--- src/rtl/rs_arb.sv ---
// Round-robin arbiter sharing one RS decoder among NUM_CH byte-manager channels.
// The granted channel owns the decoder for one row, until it finishes or the watchdog expires.
module rs_arb #(
  parameter int NUM_CH = 2,
  parameter int DW     = 8,
  parameter int MW     = 2,
  parameter int TO_CYC = 65535,
  localparam int CW    = (NUM_CH > 1) ? $clog2(NUM_CH) : 1
) (
  input  logic                 clk,
  input  logic                 reset_n,
  input  logic [NUM_CH-1:0]    ch_req,
  input  logic [NUM_CH*MW-1:0] ch_mode,
  input  logic [NUM_CH-1:0]    ch_en_in,
  input  logic [NUM_CH*DW-1:0] ch_din,
  input  logic                 rs_row_finish,
  input  logic                 rs_en_out,
  input  logic [DW-1:0]        rs_dout,
  output logic [NUM_CH-1:0]    ch_gnt,
  output logic [MW-1:0]        rs_mode,
  output logic                 rs_en_in,
  output logic [DW-1:0]        rs_din,
  output logic [NUM_CH-1:0]    ch_en_out,
  output logic [DW-1:0]        ch_dout,
  output logic [NUM_CH-1:0]    ch_done,
  output logic [NUM_CH-1:0]    ch_abort,
  output logic [CW-1:0]        owner,
  output logic                 busy,
  output logic                 err
);

  typedef enum logic {IDLE = 1'b0, BUSY = 1'b1} state_e;

  localparam logic [15:0]       WD_MAX = 16'(TO_CYC - 1);
  localparam logic [NUM_CH-1:0] ONE    = NUM_CH'(1);

  state_e              state_q, state_d;
  logic [CW-1:0]       rr_q, rr_d, own_q, own_d;
  logic [15:0]         wd_q, wd_d;
  logic [NUM_CH-1:0]   gnt_q, gnt_d, ceo_q, ceo_d, done_q, done_d, abort_q, abort_d;
  logic [MW-1:0]       mode_q, mode_d;
  logic                ei_q, ei_d, err_q, err_d;
  logic [DW-1:0]       di_q, di_d, cdo_q, cdo_d;

  logic                sel_vld;
  logic [CW-1:0]       sel_idx;
  logic [CW-1:0]       rr_nxt;
  logic                row_end;

  // Scan starting at rr_q with wrap; first requester wins.
  always_comb begin
    int c;
    c       = 0;
    sel_vld = 1'b0;
    sel_idx = '0;
    for (int k = 0; k < NUM_CH; k++) begin
      c = int'(rr_q) + k;
      if (c >= NUM_CH) c = c - NUM_CH;
      if (!sel_vld && ch_req[c]) begin
        sel_vld = 1'b1;
        sel_idx = CW'(c);
      end
    end
  end

  assign rr_nxt  = (own_q == CW'(NUM_CH - 1)) ? '0 : own_q + 1'b1;
  assign row_end = rs_row_finish || (wd_q == WD_MAX);

  always_comb begin
    state_d = state_q;
    rr_d    = rr_q;
    wd_d    = wd_q;
    gnt_d   = gnt_q;
    own_d   = own_q;
    mode_d  = mode_q;
    ei_d    = 1'b0;
    di_d    = di_q;
    ceo_d   = '0;
    cdo_d   = cdo_q;
    done_d  = '0;
    abort_d = '0;
    err_d   = err_q;
    case (state_q)
      IDLE: begin
        // Decoder activity with no owner is dropped but flagged.
        if (rs_row_finish || rs_en_out) err_d = 1'b1;
        if (sel_vld) begin
          state_d = BUSY;
          gnt_d   = ONE << sel_idx;
          own_d   = sel_idx;
          mode_d  = ch_mode[sel_idx*MW +: MW];
          wd_d    = '0;
        end
      end
      BUSY: begin
        ei_d  = ch_en_in[own_q];
        di_d  = ch_din[own_q*DW +: DW];
        ceo_d = rs_en_out ? (ONE << own_q) : '0;
        cdo_d = rs_dout;
        wd_d  = wd_q + 16'd1;
        if (row_end) begin
          // Finish takes priority over a coincident watchdog expiry.
          state_d = IDLE;
          gnt_d   = '0;
          ei_d    = 1'b0;
          rr_d    = rr_nxt;
          wd_d    = '0;
          if (rs_row_finish) done_d  = ONE << own_q;
          else               abort_d = ONE << own_q;
        end
      end
      default: state_d = IDLE;
    endcase
  end

  always_ff @(posedge clk or negedge reset_n) begin
    if (!reset_n) begin
      state_q <= IDLE;
      rr_q    <= '0;
      wd_q    <= '0;
      gnt_q   <= '0;
      own_q   <= '0;
      mode_q  <= '0;
      ei_q    <= 1'b0;
      di_q    <= '0;
      ceo_q   <= '0;
      cdo_q   <= '0;
      done_q  <= '0;
      abort_q <= '0;
      err_q   <= 1'b0;
    end else begin
      state_q <= state_d;
      rr_q    <= rr_d;
      wd_q    <= wd_d;
      gnt_q   <= gnt_d;
      own_q   <= own_d;
      mode_q  <= mode_d;
      ei_q    <= ei_d;
      di_q    <= di_d;
      ceo_q   <= ceo_d;
      cdo_q   <= cdo_d;
      done_q  <= done_d;
      abort_q <= abort_d;
      err_q   <= err_d;
    end
  end

  assign ch_gnt    = gnt_q;
  assign rs_mode   = mode_q;
  assign rs_en_in  = ei_q;
  assign rs_din    = di_q;
  assign ch_en_out = ceo_q;
  assign ch_dout   = cdo_q;
  assign ch_done   = done_q;
  assign ch_abort  = abort_q;
  assign owner     = own_q;
  assign busy      = (state_q == BUSY);
  assign err       = err_q;

endmodule

--- config.mk ---
export PLATFORM = sky130hd
export DESIGN_NAME = rs_arb
export DESIGN_NICKNAME = d
export VERILOG_FILES = /design/src/rtl/rs_arb.sv
export SDC_FILE = /design/constraint.sdc
export NUM_CORES = 1
export LEC_CHECK = 0
export CORE_MARGIN = 2
export CORE_UTILIZATION = 50
export DETAILED_ROUTE_END_ITERATION = 8
export GPL_TIMING_DRIVEN = 1
export PLACE_DENSITY = 0.89
export SYNTH_ARGS = -nofsm -noshare
export SYNTH_HDL_FRONTEND = slang
export SYNTH_SLANG_ARGS = --single-unit
--- constraint.sdc ---
create_clock -name clk -period 5.05 [get_ports clk]
set_input_delay 0.505 -clock clk [delete_from_list [all_inputs] [get_ports clk]]
set_output_delay 0.505 -clock clk [all_outputs]
set_load 0.01 [all_outputs]
==> impl_metrics.tcl, run 1 <==
set metrics [dict create \
    muxShareOfSynthArea 0.0938 \
    maxSlewViolCount 0 \
    synth_fa_ha_area_frac 0.0117 \
    clockBufferDepth 2 \
    critPathMaxStageDelay_ps 800 \
    clk_pin_slew_ps 90 \
    insertion_delay_ps 300 \
    crit_buf_inv 1 \
    drc_errors 0 \
    grt_start_max_net_pins 48 \
    critPathCaptureType "primary output" \
    drt-pass1-iter-count 4 \
    die_w_um 69.3 \
    mostFrequentLayoutCells "clkdlybuf4s50_1, dfrtp_1, nor2_1" \
    synthToLayoutAreaGrowth_pct 35.8 \
    syn_area_um2 2130 \
    wirelength_um 4750 \
    dieArea_um2 4810 \
    antenna_found_initial 0 \
    synth_compound_area_frac 0.142 \
    synth-seq-cells 47 \
    gp_congestion 0.839 \
    layout-drive-gt1-share 0.0743 \
    cts_hold_buffers 0 \
    period_needed_ps 2270 \
    dp_hpwl_um 3370 \
    routedWlPerCell_um 14.9 \
    synth.avg_cell_area_um2 10.3 \
    io_buffers 65 \
    tns_ps 0 \
    die_height_um 69.3 \
    skew_ps 9.98 \
    required_ps 4550 \
    post_cts_buffers 0 \
    num_rows 23 \
    grt_overflow 0 \
    rsz0062_at_grt "false" \
    start_util 0.526 \
    synth_cell_types 32 \
    viasPerCell 5.50 \
    drt-initial-drc-count 87 \
    grt_pass1_vias 1784 \
    pin_count 66 \
    syn-num-nets 246 \
    grtUsageTotal 0.217 \
    arrival_ps 1760 \
    status "finished clean" \
    coreArea_um2 4060 \
    ys_seq_area_frac 0.551 \
    post-route-period-util 0.449 \
    crit_chain "clkdlybuf4s50_1" \
    tightest_slew_ps 1120 \
    yosys_warnings 0 \
    nets 307 \
    power_density_nw_per_um2 403 \
    ir_drop_mv 0.258 \
    crit_type "flop to primary output" \
    synth_xor_area_frac 0.00411 \
    setup_viol 0 \
    grt_pass1_wl_um 8370 \
    fin_ws_ps 2780 \
    relSlewSlack 0.246 \
    cts_buffers 5 \
    ant_nets 0 \
    crit_family "flip-flops" \
    p_leak_nw 1.28 \
    critPathMaxFanout 18 \
    cap_violations 0 \
    clockRootBuffer "clkbuf_8" \
    dr_total_vias 1755 \
    cts_resized 0 \
    cp_slowest_cell "dfrtp_1" \
    final_hold_viol_count 0 \
    synth_top_family_by_area "simple AND/OR/NAND/NOR gates" \
    cts_tree "done" \
    pre_cts_ws_ps 2740 \
    cts.sinks 47 \
    htreeDepth 2 \
    hold_path_class "input port to asynchronous set/reset pin" \
    critPathLaunchType "flop" \
    fmax_ghz 0.441 \
    synthCells 208 \
    final_common_cell "clkdlybuf4s50_1" \
    n_antenna_cell 0 \
    synthSimpleGateAreaFrac 0.159 \
]
==> metrics by stage <==
step	power (W)	area (um^2)	cells	hold slack [ps]	utilization
2_1_floorplan	0.000695	2130	208	209	-
3_3_place_gp	0.000897	2790	312	462	0.689
3_5_place_dp	0.000908	2790	312	471	0.689
4_1_cts	0.00117	2900	319	416	0.714
5_1_grt	0.00124	2900	319	468	0.714
6_report	0.00117	2900	319	372	0.714
==> sequential cells by signal (all words and copies together), names as in the netlist <==
signal,flops
wd_q,16
ch_dout,8
rs_din,8
ch_abort,2
ch_done,2
ch_en_out,2
ch_gnt,2
rs_mode,2
busy,1
err,1
owner,1
rr_q,1
rs_en_in,1
==> metal layers <==
metal  track usage  part of all wire  wire length (um)  vias up
met5             0                 0                 0        -
met4        0.0654             0.014                66        0
met1         0.266              0.42              1980      828
met3        0.0799             0.078               371        7
li1              -                 -                 -      852
met2         0.360              0.49              2340       68
==> path summary, 6_finish.rpt <==
| check | start | to | slack [ps] | cells after the start |
|---|---|---|---|---|
| hold / removal | reset_n | wd_q[14] | 370 | 1 |
| min in group clk | rs_mode[1] | rs_mode[1] | 490 | 2 |
| max in group asynchronous | reset_n | owner | 4050 | 1 |
| setup / recovery | owner | owner | 2780 | 1 |
| setup reg to reg | busy | wd_q[2] | 3050 | 4 |
| hold reg to reg | rs_mode[1] | rs_mode[1] | 490 | 2 |
==> layout make-up <==
cell class	instances	area (um^2)
Clock buffer	6	72.6
Clock inverter	1	30.0
Fill cell	292	1160
Inverter	7	26.3
Multi-Input combinational cell	142	876
Sequential cell	47	1180
Tap cell	50	62.6
Timing Repair Buffer	66	653
==> cell usage after synthesis, drive strengths merged <==
library cell | number | area [um^2]
mux2 | 8 | 90.1
o21ai | 20 | 100
nor3 | 4 | 20.0
o21bai | 2 | 15.0
clkbuf | 7 | 26.3
nand3 | 8 | 40.0
or3 | 4 | 25.0
a21oi | 15 | 75.1
nor4 | 1 | 21.3
xor2 | 1 | 8.76
nand2b | 2 | 12.5
o31ai | 1 | 7.51
nand4 | 5 | 43.8
and3 | 4 | 25.0
dfrtp | 47 | 1180
a31oi | 9 | 56.3
a21o | 3 | 22.5
buf | 5 | 28.8
mux2i | 11 | 110
a22o | 1 | 8.76
ha | 2 | 25.0
a41oi | 1 | 8.76
a311oi | 1 | 8.76
nand2 | 18 | 67.6
nor2b | 1 | 6.26
inv | 7 | 26.3
nor2 | 20 | 77.6
==> where the power goes <==
| part | internal, W | switching (W) | leakage [nW] |
|---|---|---|---|
| clock network | 0.000145 | 0.000122 | 0.0513 |
| logic | 0.000217 | 0.000163 | 0.631 |
| registers | 0.000454 | 0.0000649 | 0.594 |
| total | 0.000817 | 0.000349 | 1.28 |
==> cells by family (layout without fill, tap and decap cells) <==
group | count (synthesis) | in the layout
fa+ha+maj | 2 | 2
compound gates | 53 | 53
simple gates | 67 | 67
mux | 19 | 19
xor+xnor | 1 | 1
flops | 47 | 47
buf+inv | 19 | 80
No activity file was read; power rests on OpenSTA's default activity.
==> run 2, diff against run 1 <==
CORE_UTILIZATION = 42   (was 50)
PLACE_DENSITY = 0.8   (was 0.89)
clock period = 1.9 ns   (was 5.05 ns; I/O delays follow)
==> run 2 against run 1 <==
- clock skew down 3.0 ps
- design area up 5.5%
- combinational power rose to 3.0 times the previous value
- cell count up 11%
- routed wire length up 8.1%
- clock power up 140%
- critical endpoint is now wd_q[9]
- largest cell class unchanged
- highest routed layer unchanged
==> impl_metrics.tcl, run 2 (synthesis gave the netlist of run 1 again) <==
set metrics [dict create \
    drt-initial-drc-count 110 \
    io_buffers 65 \
    power_density_nw_per_um2 1010 \
    wirelength_um 5130 \
    final_hold_viol_count 0 \
    htreeDepth 2 \
    placed_cells 344 \
    critPathMaxFanout 9 \
    wirelength_met1_um 2240 \
    grt_overflow 0 \
    nets 324 \
    cts_tree "done" \
    final_cells 354 \
    clockRootBuffer "clkbuf_8" \
    hold_path_class "input port to flop" \
    die_w_um 75.3 \
    cts.sinks 47 \
    start_util 0.443 \
    arrival_ps 2000 \
    synthToLayoutAreaGrowth_pct 43.2 \
    antenna_found_initial 0 \
    ant_nets 0 \
    clk_pin_slew_ps 80 \
    post-route-period-util 0.943 \
    n_antenna_cell 0 \
    crit_type "flop to flop" \
    status "finished clean" \
    final_core_util 0.634 \
    setup_viol 0 \
    grt_start_max_net_pins 48 \
    die_height_um 75.3 \
    num_rows 25 \
    final_common_cell "clkdlybuf4s50_1" \
    relSlewSlack 0.600 \
    viasPerCell 5.24 \
    dieArea_um2 5670 \
    tightest_slew_ps 601 \
    pin_count 66 \
    dp_hpwl_um 3700 \
    critPathCaptureType "flop" \
    dpl-instance-area_um2 2940 \
    cap_violations 0 \
    critPathLaunchType "flop" \
    stdcell_area_um2 3060 \
    grtUsageTotal 0.207 \
    gp_congestion 0.804 \
    coreArea_um2 4820 \
    maxSlewViolCount 0 \
    largest_reg_flops 16 \
    p_leak_nw 1.36 \
    ir_drop_mv 0.652 \
    drt-pass1-iter-count 4 \
    grt_pass1_vias 1871 \
    dr_total_vias 1854 \
    skew_ps 6.98 \
    tns_ps 0 \
    top_register "wd_q" \
    met2WireLength_um 2370 \
    drc_errors 0 \
    pre_cts_ws_ps 50.9 \
    fmax_ghz 0.558 \
    route.met3.wl_um 463 \
    insertion_delay_ps 300 \
    grt_pass1_wl_um 8770 \
    required_ps 2110 \
    fin_ws_ps 108 \
    routedWlPerCell_um 14.5 \
    layout-drive-gt1-share 0.132 \
    clockBufferDepth 2 \
    num-fill-cells 416 \
    cts_buffers 5 \
    rsz0062_at_grt "false" \
    period_needed_ps 1790 \
    top_layer "met4" \
    mostFrequentLayoutCells "clkdlybuf4s50_1, dfrtp_1, nor2_1" \
]
run 2: area by class of cell:
type	count	area [um^2]	share of cell area
clock buffers	7	86.3	0.0283
multi-input cells	142	878	0.287
inverters	7	26.3	0.00860
clock inverters	1	8.76	0.00287
repair buffers	83	796	0.260
well taps	67	83.8	0.0274
flip-flops and latches	47	1180	0.385
run 2: power breakdown:
part / internal (W) / switching [W] / leakage (nW)
combinational: 0.000629 / 0.000499 / 0.721
clock: 0.000298 / 0.000333 / 0.0484
sequential: 0.00121 / 0.000133 / 0.594
run 2: stage by stage:
step                      power, W  hold slack (ps)
after global placement     0.00246              319
after global routing       0.00329              491
after floorplan            0.00185             -106
after detailed placement   0.00249              314
after CTS                  0.00313              467
final                      0.00310              477
run 2: worst max-delay path: stages (launching register included):
cell      delay [ps]
dfrtp_1          430
ha_1             210
nand3_1          120
nor4_4            50
buf_4            160
nand2b_2         260
or3_1            380
o21ai_0          100
run 2: per-layer routing:
| metal | vias to the layer above | global-route usage |
|---|---|---|
| met5 | - | 0 |
| met4 | 0 | 0.0624 |
| met3 | 7 | 0.0817 |
| met2 | 76 | 0.333 |
| met1 | 880 | 0.258 |
| li1 | 891 | - |
run 2: path summary, 6_finish.rpt:
check                           startpoint      endpoint  slack (ps)  cells after the start
worst min-delay path             rs_en_out  ch_en_out[0]         480                      3
max in group asynchronous          reset_n       wd_q[7]         980                      3
worst max register to register     wd_q[1]       wd_q[9]         110                      7
worst max-delay path               wd_q[1]       wd_q[9]         110                      7
min in group asynchronous          reset_n    ch_dout[4]         510                      3
worst min register to register         err           err         490                      1
run 2: timing repair:
action | CTS | global route
hold buffers | 1 | 0
hold endpoints to repair | 47 | 0
endpoints found under the setup margin | 0 | 6
setup buffers | 0 | 1
gates resized for setup | 0 | 1
